[src/rtl/ef_pwm32_seq_pkg.sv]
// Shared types and width defaults for the PWM compare-value sequencers.
// Pure declarations: no logic, no latency, no flow control.
package ef_pwm32_seq_pkg;

    localparam int W_DEF  = 32;
    localparam int HW_DEF = 16;

    typedef enum logic [1:0] {
        IDLE = 2'd0,
        ARM  = 2'd1,
        HOLD = 2'd2
    } state_t;

endpackage

[src/rtl/ef_pwm32_sat_step.sv]
// Saturating compare step toward a target. Combinational (zero latency), no backpressure.
// The result clamps at target in either direction and never wraps.
module ef_pwm32_sat_step #(
    parameter int W = 32
) (
    input  logic [W-1:0] cur,
    input  logic [W-1:0] step,
    input  logic [W-1:0] target,
    input  logic         dir,
    output logic [W-1:0] next,
    output logic         hit_target
);

    logic [W:0] sum;
    logic [W:0] diff;

    always_comb begin
        sum  = {1'b0, cur} + {1'b0, step};
        // diff[W] set means the subtraction borrowed past zero
        diff = {1'b0, cur} - {1'b0, step};
        next = target;
        if (dir) begin
            if (sum < {1'b0, target})
                next = sum[W-1:0];
        end else begin
            if (!diff[W] && (diff > {1'b0, target}))
                next = diff[W-1:0];
        end
    end

    assign hit_target = (next == target);

endmodule

[src/rtl/ef_pwm32_ramp_seq.sv]
// Period-aligned compare ramp sequencer for one PWM channel (one-shot or triangle loop).
// cmp_out/update/done register one cycle after period_end; start is dropped while busy.
module ef_pwm32_ramp_seq
    import ef_pwm32_seq_pkg::*;
#(
    parameter int W  = W_DEF,
    parameter int HW = HW_DEF
) (
    input  logic          clk,
    input  logic          rst,
    input  logic          start,
    input  logic          abort,
    input  logic          loop_en,
    input  logic          period_end,
    input  logic [W-1:0]  cmp_start,
    input  logic [W-1:0]  cmp_end,
    input  logic [W-1:0]  cmp_step,
    input  logic [HW-1:0] hold_periods,
    output logic [W-1:0]  cmp_out,
    output logic          update,
    output logic          busy,
    output logic          done
);

    state_t        state, state_nxt;
    logic [HW-1:0] dwell;
    logic [W-1:0]  lat_start, lat_end, lat_step, target;
    logic [HW-1:0] lat_hold;
    logic          lat_loop, dir_up, degen;

    logic          load_cfg, load_first, do_step, dwell_inc, finish, flip;
    logic [W-1:0]  step_val;
    logic          step_hit;

    ef_pwm32_sat_step #(.W(W)) u_step (
        .cur        (cmp_out),
        .step       (lat_step),
        .target     (target),
        .dir        (dir_up),
        .next       (step_val),
        .hit_target (step_hit)
    );

    always_ff @(posedge clk or posedge rst) begin
        if (rst)
            state <= IDLE;
        else
            state <= state_nxt;
    end

    always_comb begin
        state_nxt  = state;
        load_cfg   = 1'b0;
        load_first = 1'b0;
        do_step    = 1'b0;
        dwell_inc  = 1'b0;
        finish     = 1'b0;
        flip       = 1'b0;
        case (state)
            IDLE: begin
                if (start && !abort) begin
                    load_cfg  = 1'b1;
                    state_nxt = ARM;
                end
            end
            ARM: begin
                if (abort) begin
                    state_nxt = IDLE;
                end else if (period_end) begin
                    load_first = 1'b1;
                    if (degen && !lat_loop) begin
                        finish    = 1'b1;
                        state_nxt = IDLE;
                    end else begin
                        state_nxt = HOLD;
                    end
                end
            end
            HOLD: begin
                // A degenerate loop parks on its first value until abort
                if (abort) begin
                    state_nxt = IDLE;
                end else if (period_end && !degen) begin
                    if (dwell < lat_hold) begin
                        dwell_inc = 1'b1;
                    end else begin
                        do_step = 1'b1;
                        if (step_hit) begin
                            if (lat_loop) begin
                                flip = 1'b1;
                            end else begin
                                finish    = 1'b1;
                                state_nxt = IDLE;
                            end
                        end
                    end
                end
            end
            default: state_nxt = IDLE;
        endcase
    end

    always_ff @(posedge clk or posedge rst) begin
        if (rst) begin
            cmp_out   <= '0;
            update    <= 1'b0;
            done      <= 1'b0;
            dwell     <= '0;
            lat_start <= '0;
            lat_end   <= '0;
            lat_step  <= '0;
            lat_hold  <= '0;
            lat_loop  <= 1'b0;
            target    <= '0;
            dir_up    <= 1'b1;
            degen     <= 1'b0;
        end else begin
            update <= load_first | do_step;
            done   <= finish;
            if (load_cfg) begin
                lat_start <= cmp_start;
                lat_end   <= cmp_end;
                lat_step  <= cmp_step;
                lat_hold  <= hold_periods;
                lat_loop  <= loop_en;
                target    <= cmp_end;
                dir_up    <= (cmp_end >= cmp_start);
                degen     <= (cmp_start == cmp_end) || (cmp_step == '0);
            end
            if (load_first) begin
                cmp_out <= lat_start;
                dwell   <= '0;
            end
            if (dwell_inc)
                dwell <= dwell + 1'b1;
            if (do_step) begin
                cmp_out <= step_val;
                dwell   <= '0;
            end
            // Triangle turn-around: head back toward the opposite latched endpoint
            if (flip) begin
                target <= (target == lat_end) ? lat_start : lat_end;
                dir_up <= ~dir_up;
            end
        end
    end

    assign busy = (state == ARM) || (state == HOLD);

endmodule

[config.mk]
export PLATFORM = sky130hd
export DESIGN_NAME = ef_pwm32_ramp_seq
export DESIGN_NICKNAME = d
export VERILOG_FILES = /design/src/rtl/ef_pwm32_seq_pkg.sv /design/src/rtl/ef_pwm32_sat_step.sv /design/src/rtl/ef_pwm32_ramp_seq.sv
export SDC_FILE = /design/constraint.sdc
export NUM_CORES = 1
export LEC_CHECK = 0
export BUFFER_PORTS_ARGS = -buffer_cell sky130_fd_sc_hd__buf_2
export CORE_MARGIN = 3
export CORE_UTILIZATION = 50
export CTS_CLUSTER_DIAMETER = 60
export DETAILED_ROUTE_END_ITERATION = 6
export GPL_ROUTABILITY_DRIVEN = 0
export PLACE_DENSITY = 0.65
export REMOVE_ABC_BUFFERS = 1
export SYNTH_ARGS = -nofsm -noshare
export SYNTH_HDL_FRONTEND = slang
export SYNTH_SLANG_ARGS = --single-unit
[constraint.sdc]
create_clock -name clk -period 7.5 [get_ports clk]
set_input_delay 0.75 -clock clk [delete_from_list [all_inputs] [get_ports clk]]
set_output_delay 0.75 -clock clk [all_outputs]
set_load 0.1 [all_outputs]
==> results of run 1 <==
state kept, by name (all words and copies together) (netlist names):
| name | count |
|---|---|
| cmp_out | 32 |
| degen | 1 |
| dir_up | 1 |
| done | 1 |
| dwell | 16 |
| lat_end | 32 |
| lat_hold | 16 |
| lat_loop | 1 |
| lat_start | 32 |
| lat_step | 32 |
| state | 2 |
| target | 32 |
| update | 1 |
worst min-delay path by stage:
| stage | startpoint | to | slack [ns] | cells after the start |
|---|---|---|---|---|
| 5_1_grt | loop_en | lat_loop | 0.47 | 3 |
| 4_1_cts | loop_en | lat_loop | 0.46 | 3 |
| 2_1_floorplan | lat_hold[0] | lat_hold[0] | 0.45 | 2 |
| 3_5_place_dp | lat_hold[0] | lat_hold[0] | 0.49 | 2 |
| 3_3_place_gp | lat_hold[0] | lat_hold[0] | 0.47 | 2 |
| 6_report | loop_en | lat_loop | 0.47 | 3 |
kinds of logic after synthesis:
logic type	Yosys count	share of synthesized area
muxes	108	0.0610
AOI/OAI and AO/OA	599	0.213
DFF	199	0.280
and+or+nand+nor	716	0.184
xor gates and xnor gates	149	0.0769
buffers and inverters	257	0.0573
adders and majority gates	180	0.127
cell usage after synthesis (22+ instances only):
master,count
sky130_fd_sc_hd__nand4_1,51
sky130_fd_sc_hd__xor2_1,49
sky130_fd_sc_hd__a21oi_1,178
sky130_fd_sc_hd__xnor2_1,95
sky130_fd_sc_hd__nor4_1,41
sky130_fd_sc_hd__nand3_1,27
sky130_fd_sc_hd__dfrtp_1,198
sky130_fd_sc_hd__a21o_1,28
sky130_fd_sc_hd__nor2b_1,24
sky130_fd_sc_hd__nor2_1,150
sky130_fd_sc_hd__ha_1,178
sky130_fd_sc_hd__mux2i_1,105
sky130_fd_sc_hd__inv_1,147
sky130_fd_sc_hd__nand2_1,329
sky130_fd_sc_hd__clkbuf_1,71
sky130_fd_sc_hd__o21ai_0,178
sky130_fd_sc_hd__nand2b_1,22
routing by layer:
metal | wire length (um) | vias to the layer above | global-route usage
met4 | 2800 | 0 | 0.129
met2 | 26500 | 846 | 0.480
met3 | 5900 | 169 | 0.0645
met5 | 0 | - | 0
met1 | 26700 | 8172 | 0.453
li1 | - | 7993 | -
worst reg2reg max path, cell delays in order, from the launching register on:
cell                        delay (ns)
sky130_fd_sc_hd__dfrtp_1          0.43
sky130_fd_sc_hd__ha_1             0.54
sky130_fd_sc_hd__a21oi_1          0.38
sky130_fd_sc_hd__o21ai_0          0.27
sky130_fd_sc_hd__nand2b_1         0.22
sky130_fd_sc_hd__nor3_1           0.51
sky130_fd_sc_hd__a21oi_1          0.15
sky130_fd_sc_hd__a2111oi_0        0.47
sky130_fd_sc_hd__xnor2_1          0.27
sky130_fd_sc_hd__ha_1             0.36
sky130_fd_sc_hd__nand3_1          0.10
sky130_fd_sc_hd__nor4_1           0.37
sky130_fd_sc_hd__nand2_1          0.13
sky130_fd_sc_hd__a21o_1           0.18
sky130_fd_sc_hd__a31oi_1          0.15
sky130_fd_sc_hd__nor4b_1          0.09
sky130_fd_sc_hd__nor4_1           0.56
sky130_fd_sc_hd__a21boi_0         0.26
sky130_fd_sc_hd__and4_1           0.23
sky130_fd_sc_hd__a22oi_2          0.33
sky130_fd_sc_hd__nor3_4           0.09
sky130_fd_sc_hd__buf_4            0.29
sky130_fd_sc_hd__mux2i_1          0.20
through the flow:
stage | TNS [ns] | std cells
after detailed placement | 0 | 2726
after floorplan | -10.03 | 2103
after global routing | 0 | 2758
final | 0 | 2758
after global placement | 0 | 2726
after CTS | 0 | 2758
final cells by class:
cell class / instances / share of cell area
inverter: 152 / 0.0298
sequential: 199 / 0.256
tap: 455 / 0.0293
multi-input combinational: 1752 / 0.608
clock buffer: 17 / 0.0219
timing repair buffer: 168 / 0.0454
clock inverter: 15 / 0.00876
==> metrics list, run 1 <==
- The final count of hold timing violations came to 0.
* Total routing usage reported by global routing: 0.320
- From synthesis to final layout, the design area changed by 9.19%.
* Horizontal extent of the die: slightly below 200 um
* Number of register bits inferred by synthesis: 199
* Pins over their slew limit: 0
* Worst setup path startpoint: cmp_out[16]
- Area used by multi-input combinational logic: 11800 um2
- Count of synthesis-stage warnings from yosys: 0
- The clock reaches the later pin of the worst-skew pair after about 0.47 ns.
* Ordered list of cells on the worst path: ha_1 -> a21oi_1 -> o21ai_0 -> nand2b_1 -> nor3_1 -> a21oi_1 -> a2111oi_0 -> xnor2_1 -> ha_1 -> nand3_1 -> nor4_1 -> nand2_1 -> a21o_1 -> a31oi_1 -> nor4b_1 -> nor4_1 -> a21boi_0 -> and4_1 -> a22oi_2 -> nor3_4 -> buf_4 -> mux2i_1
* Final setup violation count: 0
* Crit path time final: approximately 6.7 ns
- Clock tree from TritonCTS: yes
- The H-tree was split into 4 levels.
- The via count of the first global-routing pass came to 16700.
* Max Clock Freq: 149 MHz
- The total area inside the core boundary comes to 34800 um2.
- Resized cells post-CTS: 0
- Hold buffers post-CTS: 0
- After synthesis, the mean cell area works out to 8.06 um2.
- Buffers added to address setup during post-CTS repair amount to 0.
- Sequential cell area fraction in the yosys report: 0.280
- Clock-pin slew reported for the worst setup and hold paths after clock tree synthesis: ~0.08 ns
- Slowest stage cell, crit path: sky130_fd_sc_hd__nor4_1
- Max_slew headroom: 0.301
- Before CTS, the worst setup slack after placement is 1.11 ns.
- Number of placement rows: 68
* Total Nets Final: 2588
- Post-synth cell types: 85
- Setup repair after global routing left no endpoint under its margin.
- Input/output buffers: 152
- For the pin with the worst max-slew slack, the measured transition is 1.04 ns.
* Antenna diodes: 0
* Residual DRC: 0
- Summed over all layers, the routed wires come to 61900 um.
* Ports placed on the boundary: 153
- Summing all flip-flop and latch instances after layout gives 4980 um2.
* Period Utilization, post-route: 0.896
* Number of buffers created by CTS: 17
- Layout Skew: 0.0151 ns
- The number of antenna violations at the first check in global routing is 0.
* Post-detailed-route via-to-cell ratio: 6.23
- Fraction of post-synthesis cell area in the top cell type by area: 0.279
* Total number of cells along the worst setup path: 22
- Die Outline Area: 37900 um2
- Worst-case reg-to-reg path depth: 22
- Class of the most critical setup path: reg -> reg
- After detailed placement, the total cell area comes to 18800 um2.
* Worst Hold Class: in -> reg
- Synth area leaders: sky130_fd_sc_hd__dfrtp_1 28%, sky130_fd_sc_hd__ha_1 13%, sky130_fd_sc_hd__nand2_1 6.9%
* Prevailing post-synth register cell: sky130_fd_sc_hd__dfrtp_1
* Biggest area consumer among synthesized cells: sky130_fd_sc_hd__dfrtp_1
* Root buffer cell: sky130_fd_sc_hd__clkbuf_16
- In this run the critical register-to-register path is captured at target[2].
- Global-route wire length before repair: 95600 um
* Netlist area before placement: 17800 um2
- Post-synth ARST share: 1.00
- Routed via count: 17200
- Slowest cell delay on critical path: between 0.5 and 0.6 ns
- Of the cells placed in the final design, the portion with a size suffix greater than 1 is 0.0994.
* # fillers: about 3300
- STA classifies the critical path startpoint as a flop.
- On the critical path the largest part of the delay comes from simple AND/OR/NAND/NOR gates.
* Highest-count cells in the layout ignoring fill and taps: 327 x sky130_fd_sc_hd__nand2_1, 198 x sky130_fd_sc_hd__dfrtp_1, 178 x sky130_fd_sc_hd__o21ai_0, 178 x sky130_fd_sc_hd__a21oi_1, 178 x sky130_fd_sc_hd__ha_1
- STA classifies the critical path endpoint as a flop.
- The worst register-to-register path begins at cmp_out[16].
* CP Buf/Inv Count: 1
- For the worst setup path, the data required time is 7.83 ns.
* Die outline height: 195 um
- Final critical-path setup slack: slightly below 0.8 ns
- In this run the deepest clock path goes through 2 buffers.
- After routing the design area is about 19000 um2.
* TritonRoute pass-1 iters: 6
- The synthesized design contains 0 enable-type register cells.
- Outcome: complete, no violations
* Commonest non-fill, non-tap cell in the layout: sky130_fd_sc_hd__nand2_1
* Largest fanout on the critical path: 25
* HPWL after detailed placement: 48300 um
* Capturing element of the worst setup path: target[2]
* Post-Syn Instances: between 2000 and 2500
- Entering global routing, the biggest net connects 135 pins.
- Clk sink count: about 200
* Effective utilization at floorplan: 0.511
- In this run the register-to-register setup slack is 0.78 ns.
* Max Cap Viol: 0
- After detailed routing, the average wire length per cell comes to 22.4 um.
- Final design utilization: 0.558
* Hold Worst Slack: 0.470 ns
* Worst EP arrival: 7.05 ns
- In this run the remaining antenna-violating nets after routing total 0.
* DRC marker count from the first detailed-route iteration: 2123
- After global routing the overflow that remains totals 0.
Power of run 1 is left out: the tool's default activity adds up to more than one toggle a clock period on the data nets, which glitch-free logic cannot reach.
==> run 2: changes to the inputs <==
--- a/config.mk
+++ b/config.mk
@@ -6,12 +6,14 @@
 export NUM_CORES = 1
 export LEC_CHECK = 0
 export BUFFER_PORTS_ARGS = -buffer_cell sky130_fd_sc_hd__buf_2
+export CAP_MARGIN = 20
 export CORE_MARGIN = 3
 export CORE_UTILIZATION = 50
 export CTS_CLUSTER_DIAMETER = 60
 export DETAILED_ROUTE_END_ITERATION = 6
 export GPL_ROUTABILITY_DRIVEN = 0
 export PLACE_DENSITY = 0.65
+export RECOVER_POWER = 50
 export REMOVE_ABC_BUFFERS = 1
 export SYNTH_ARGS = -nofsm -noshare
 export SYNTH_HDL_FRONTEND = slang
==> run 2 against run 1 <==
The run now ends with DRC, capacitance limit, slew limit left. Clock skew is essentially flat. Via count is 0.34% higher. Critical endpoint unchanged. Sequential share of layout area up 0.083 points. Critical path type unchanged. Maximum frequency increased by 0.75%.
==> metrics list, run 2 (synthesis results as in run 1) <==
* GR Layer Usage met3: 0.0645 (unchanged)
- The total routing usage reported by global routing is 0.320 (unchanged).
- CP Buf/Inv Count: 1 (unchanged)
* DRC marker count from the first detailed-route iteration: 2101 (was 2123)
- Routed length per placed instance: 22.4 um (about the same)
- The count of hold-fix buffers inserted at cts was 0 (unchanged).
* Clk sink count: 199 (unchanged)
- The antenna diode count was 0 (unchanged).
- The maximum fanout along the worst path was 25 (unchanged).
- Antenna violations before repair: 0 (unchanged)
- Ports placed on the boundary: 153 (unchanged)
- R2R setup slack: 0.83 ns (was 0.78 ns)
- End point of the worst hold path: lat_loop (unchanged)
- The worst setup path category is reg -> reg (unchanged).
* Area inside the core boundary: 34800 um2 (unchanged)
- Global-route wire length before repair: 95600 um (unchanged)
- The count of instances resized after the clock tree is built came to 0 (unchanged).
- Maximum count of clock buffers along a single path: 2 (unchanged)
- The type of element capturing the critical path is a flop (unchanged).
- The number of antenna-violating nets in the routed design was 0 (unchanged).
- The number of instances on the worst hold path is 3 (unchanged).
- Share of cells above drive strength 1: 0.0842 (was 0.0994)
* Setup repair bufs after CTS: 0 (unchanged)
- The cell count after placement is 2726 (unchanged).
- Effective utilization at floorplan: 0.511 (unchanged)
- The detailed-route vias per instance is 6.25 (was 6.23).
- Area growth syn-to-layout: 8.84% (was 9.19%)
* Pins over their slew limit: 389 (was 0)
- The total setup violations reported at the end of the flow came to 0 (unchanged).
* Horizontal extent of the die: 195 um (unchanged)
* Layout Skew: 0.0149 ns (was 0.0151 ns)
- Unrepaired setup endpoints after global routing: false (unchanged).
* HPWL after detailed placement: 48300 um (unchanged)
- The via count of the first global-routing pass came to 16700 (unchanged).
- Sum of overflow across all layers after global routing: 0 (unchanged)
- Total Nets Final: 2588 (unchanged)
- The endpoint of the worst register-to-register path is target[2] (unchanged).
- The insertion delay to the later sink of the worst-skew pair came to 0.48 ns (was 0.47 ns).
* Commonest non-fill, non-tap cell in the layout: sky130_fd_sc_hd__nand2_1 (unchanged)
- Kind of launch point of the worst setup path: flop (unchanged)
- Outcome: finished with violations (was complete, no violations)
* Violations in the final reports: DRC, capacitance limit, slew limit
- Highest-count cells in the layout ignoring fill and taps: 328 x sky130_fd_sc_hd__nand2_1, 198 x sky130_fd_sc_hd__dfrtp_1, 178 x sky130_fd_sc_hd__o21ai_0, 178 x sky130_fd_sc_hd__a21oi_1, 178 x sky130_fd_sc_hd__ha_1 (was 327 x sky130_fd_sc_hd__nand2_1, 198 x sky130_fd_sc_hd__dfrtp_1, 178 x sky130_fd_sc_hd__o21ai_0, 178 x sky130_fd_sc_hd__a21oi_1, 178 x sky130_fd_sc_hd__ha_1)
- Slowest cell delay on critical path: 0.57 ns (was 0.56 ns)
* Period Utilization, post-route: 0.889 (was 0.896)
- Worst Hold Class: in -> reg (unchanged)
- The headroom to the max-slew limit is -2.42 (was 0.301).
- Crit path time final: 6.67 ns (was 6.72 ns)
* Number of placement rows: 68 (unchanged)
* Residual DRC: 3 (was 0)
* Max Cap Viol: 4 (was 0)
* CTS H-tree lvls: 4 (unchanged)
* Top Usage Layer GRT: met2 (unchanged)
- The startpoint of the worst hold path is loop_en (unchanged).
* GRT met2 Usage: 0.480 (unchanged)
* Fraction of met1 tracks used by global routing: 0.453 (unchanged)
* Maximum number of pins on one net before global-route repair: 135 (unchanged)
* Slew @ Worst Pin: 5.14 ns (was 1.04 ns)
- The endpoint arrival time on the critical path was 7.00 ns (was 7.05 ns).
- The depth of the most critical reg-to-reg path came to 22 (unchanged).
- The floorplan die height came to 195 um (unchanged).
- The CTS tree is yes (unchanged).
- Number of buffers created by CTS: 17 (unchanged)
- The final count of hold timing violations is 0 (unchanged).
- The top achievable clock speed was 150 MHz (was 149 MHz).
* Die Outline Area: 37900 um2 (unchanged)
- Ordered list of cells on the worst path: ha_1 -> a21oi_1 -> o21ai_0 -> nand2b_1 -> nor3_1 -> a21oi_1 -> a2111oi_0 -> xnor2_1 -> ha_1 -> nand3_1 -> nor4_1 -> nand2_1 -> a21o_1 -> a31oi_1 -> nor4b_1 -> nor4_1 -> a21boi_0 -> and4_1 -> a22oi_2 -> nor3_4 -> buf_4 -> mux2i_1 (unchanged).
* Final std cells w/o fill: 2758 (unchanged)
- The iteration count of the initial detailed-routing pass came to 7 (was 6).
- The data required time at the worst endpoint was 7.83 ns (about the same).
* Slowest stage cell, crit path: sky130_fd_sc_hd__nor4_1 (unchanged)
- The detailed-route via count was 17200 (about the same).
- Start of the worst register-to-register path: cmp_out[16] (unchanged)
- The cell family with the largest share of critical-path delay is simple AND/OR/NAND/NOR gates (unchanged).
- Root buffer cell: sky130_fd_sc_hd__clkbuf_16 (unchanged)
- Clock-pin slew reported for the worst setup and hold paths after clock tree synthesis: 0.08 ns (about the same)
* Post-detailed-routing wire length: 61900 um (about the same)
- Input/output buffers: 152 (unchanged)
## run 2: cell types whose count changed in the layout (fill, tap and decap cells not counted), sizes merged
cell    before  now
buf        168  135
clkbuf      17   50
## run 2: per-stage QoR
stage,utilization,TNS (ns),hold WS [ns],area (um2),worst slack [ns]
floorplan,-,-10.03,0.447,17300,-0.634
global placement,0.541,0,0.468,18800,1.38
detailed placement,0.541,0,0.487,18800,1.11
CTS,0.558,0,0.457,19400,1.07
global route,0.556,0,0.469,19400,0.263
finish,0.556,0,0.469,19400,0.833
## run 2: how the worst max path moves through the flow
stage | cells past startpoint | slack, ns | to | from
4_1_cts | 22 | 1.07 | target[2] | cmp_out[16]
3_3_place_gp | 22 | 1.38 | target[0] | cmp_out[18]
6_report | 22 | 0.83 | target[2] | cmp_out[16]
3_5_place_dp | 22 | 1.11 | target[1] | cmp_out[16]
2_1_floorplan | 21 | -0.63 | cmp_out[30] | cmp_out[4]
5_1_grt | 3 | 0.26 | lat_start[21] | rst
## run 2: tightest hold or removal path, delay by kind of cell
kind          cells  cell delay, ns
buf+inv           1            0.07
simple gates      2            0.08
## run 2: final cells by class
class                           count  area, um2
Fill cell                        3305      15400
Clock buffer                       17        425
Tap cell                          455        569
Inverter                          152        571
Sequential cell                   199       4980
Clock inverter                     15        170
Multi-Input combinational cell   1752      11800
Timing Repair Buffer              168        836
## run 2: layer usage
layer / wire length [um] / vias up
li1: - / 7994
met1: 26800 / 8195
met2: 26400 / 870
met3: 5910 / 179
met4: 2820 / 0
met5: 0 / -
Power of run 2 is left out for the same reason.
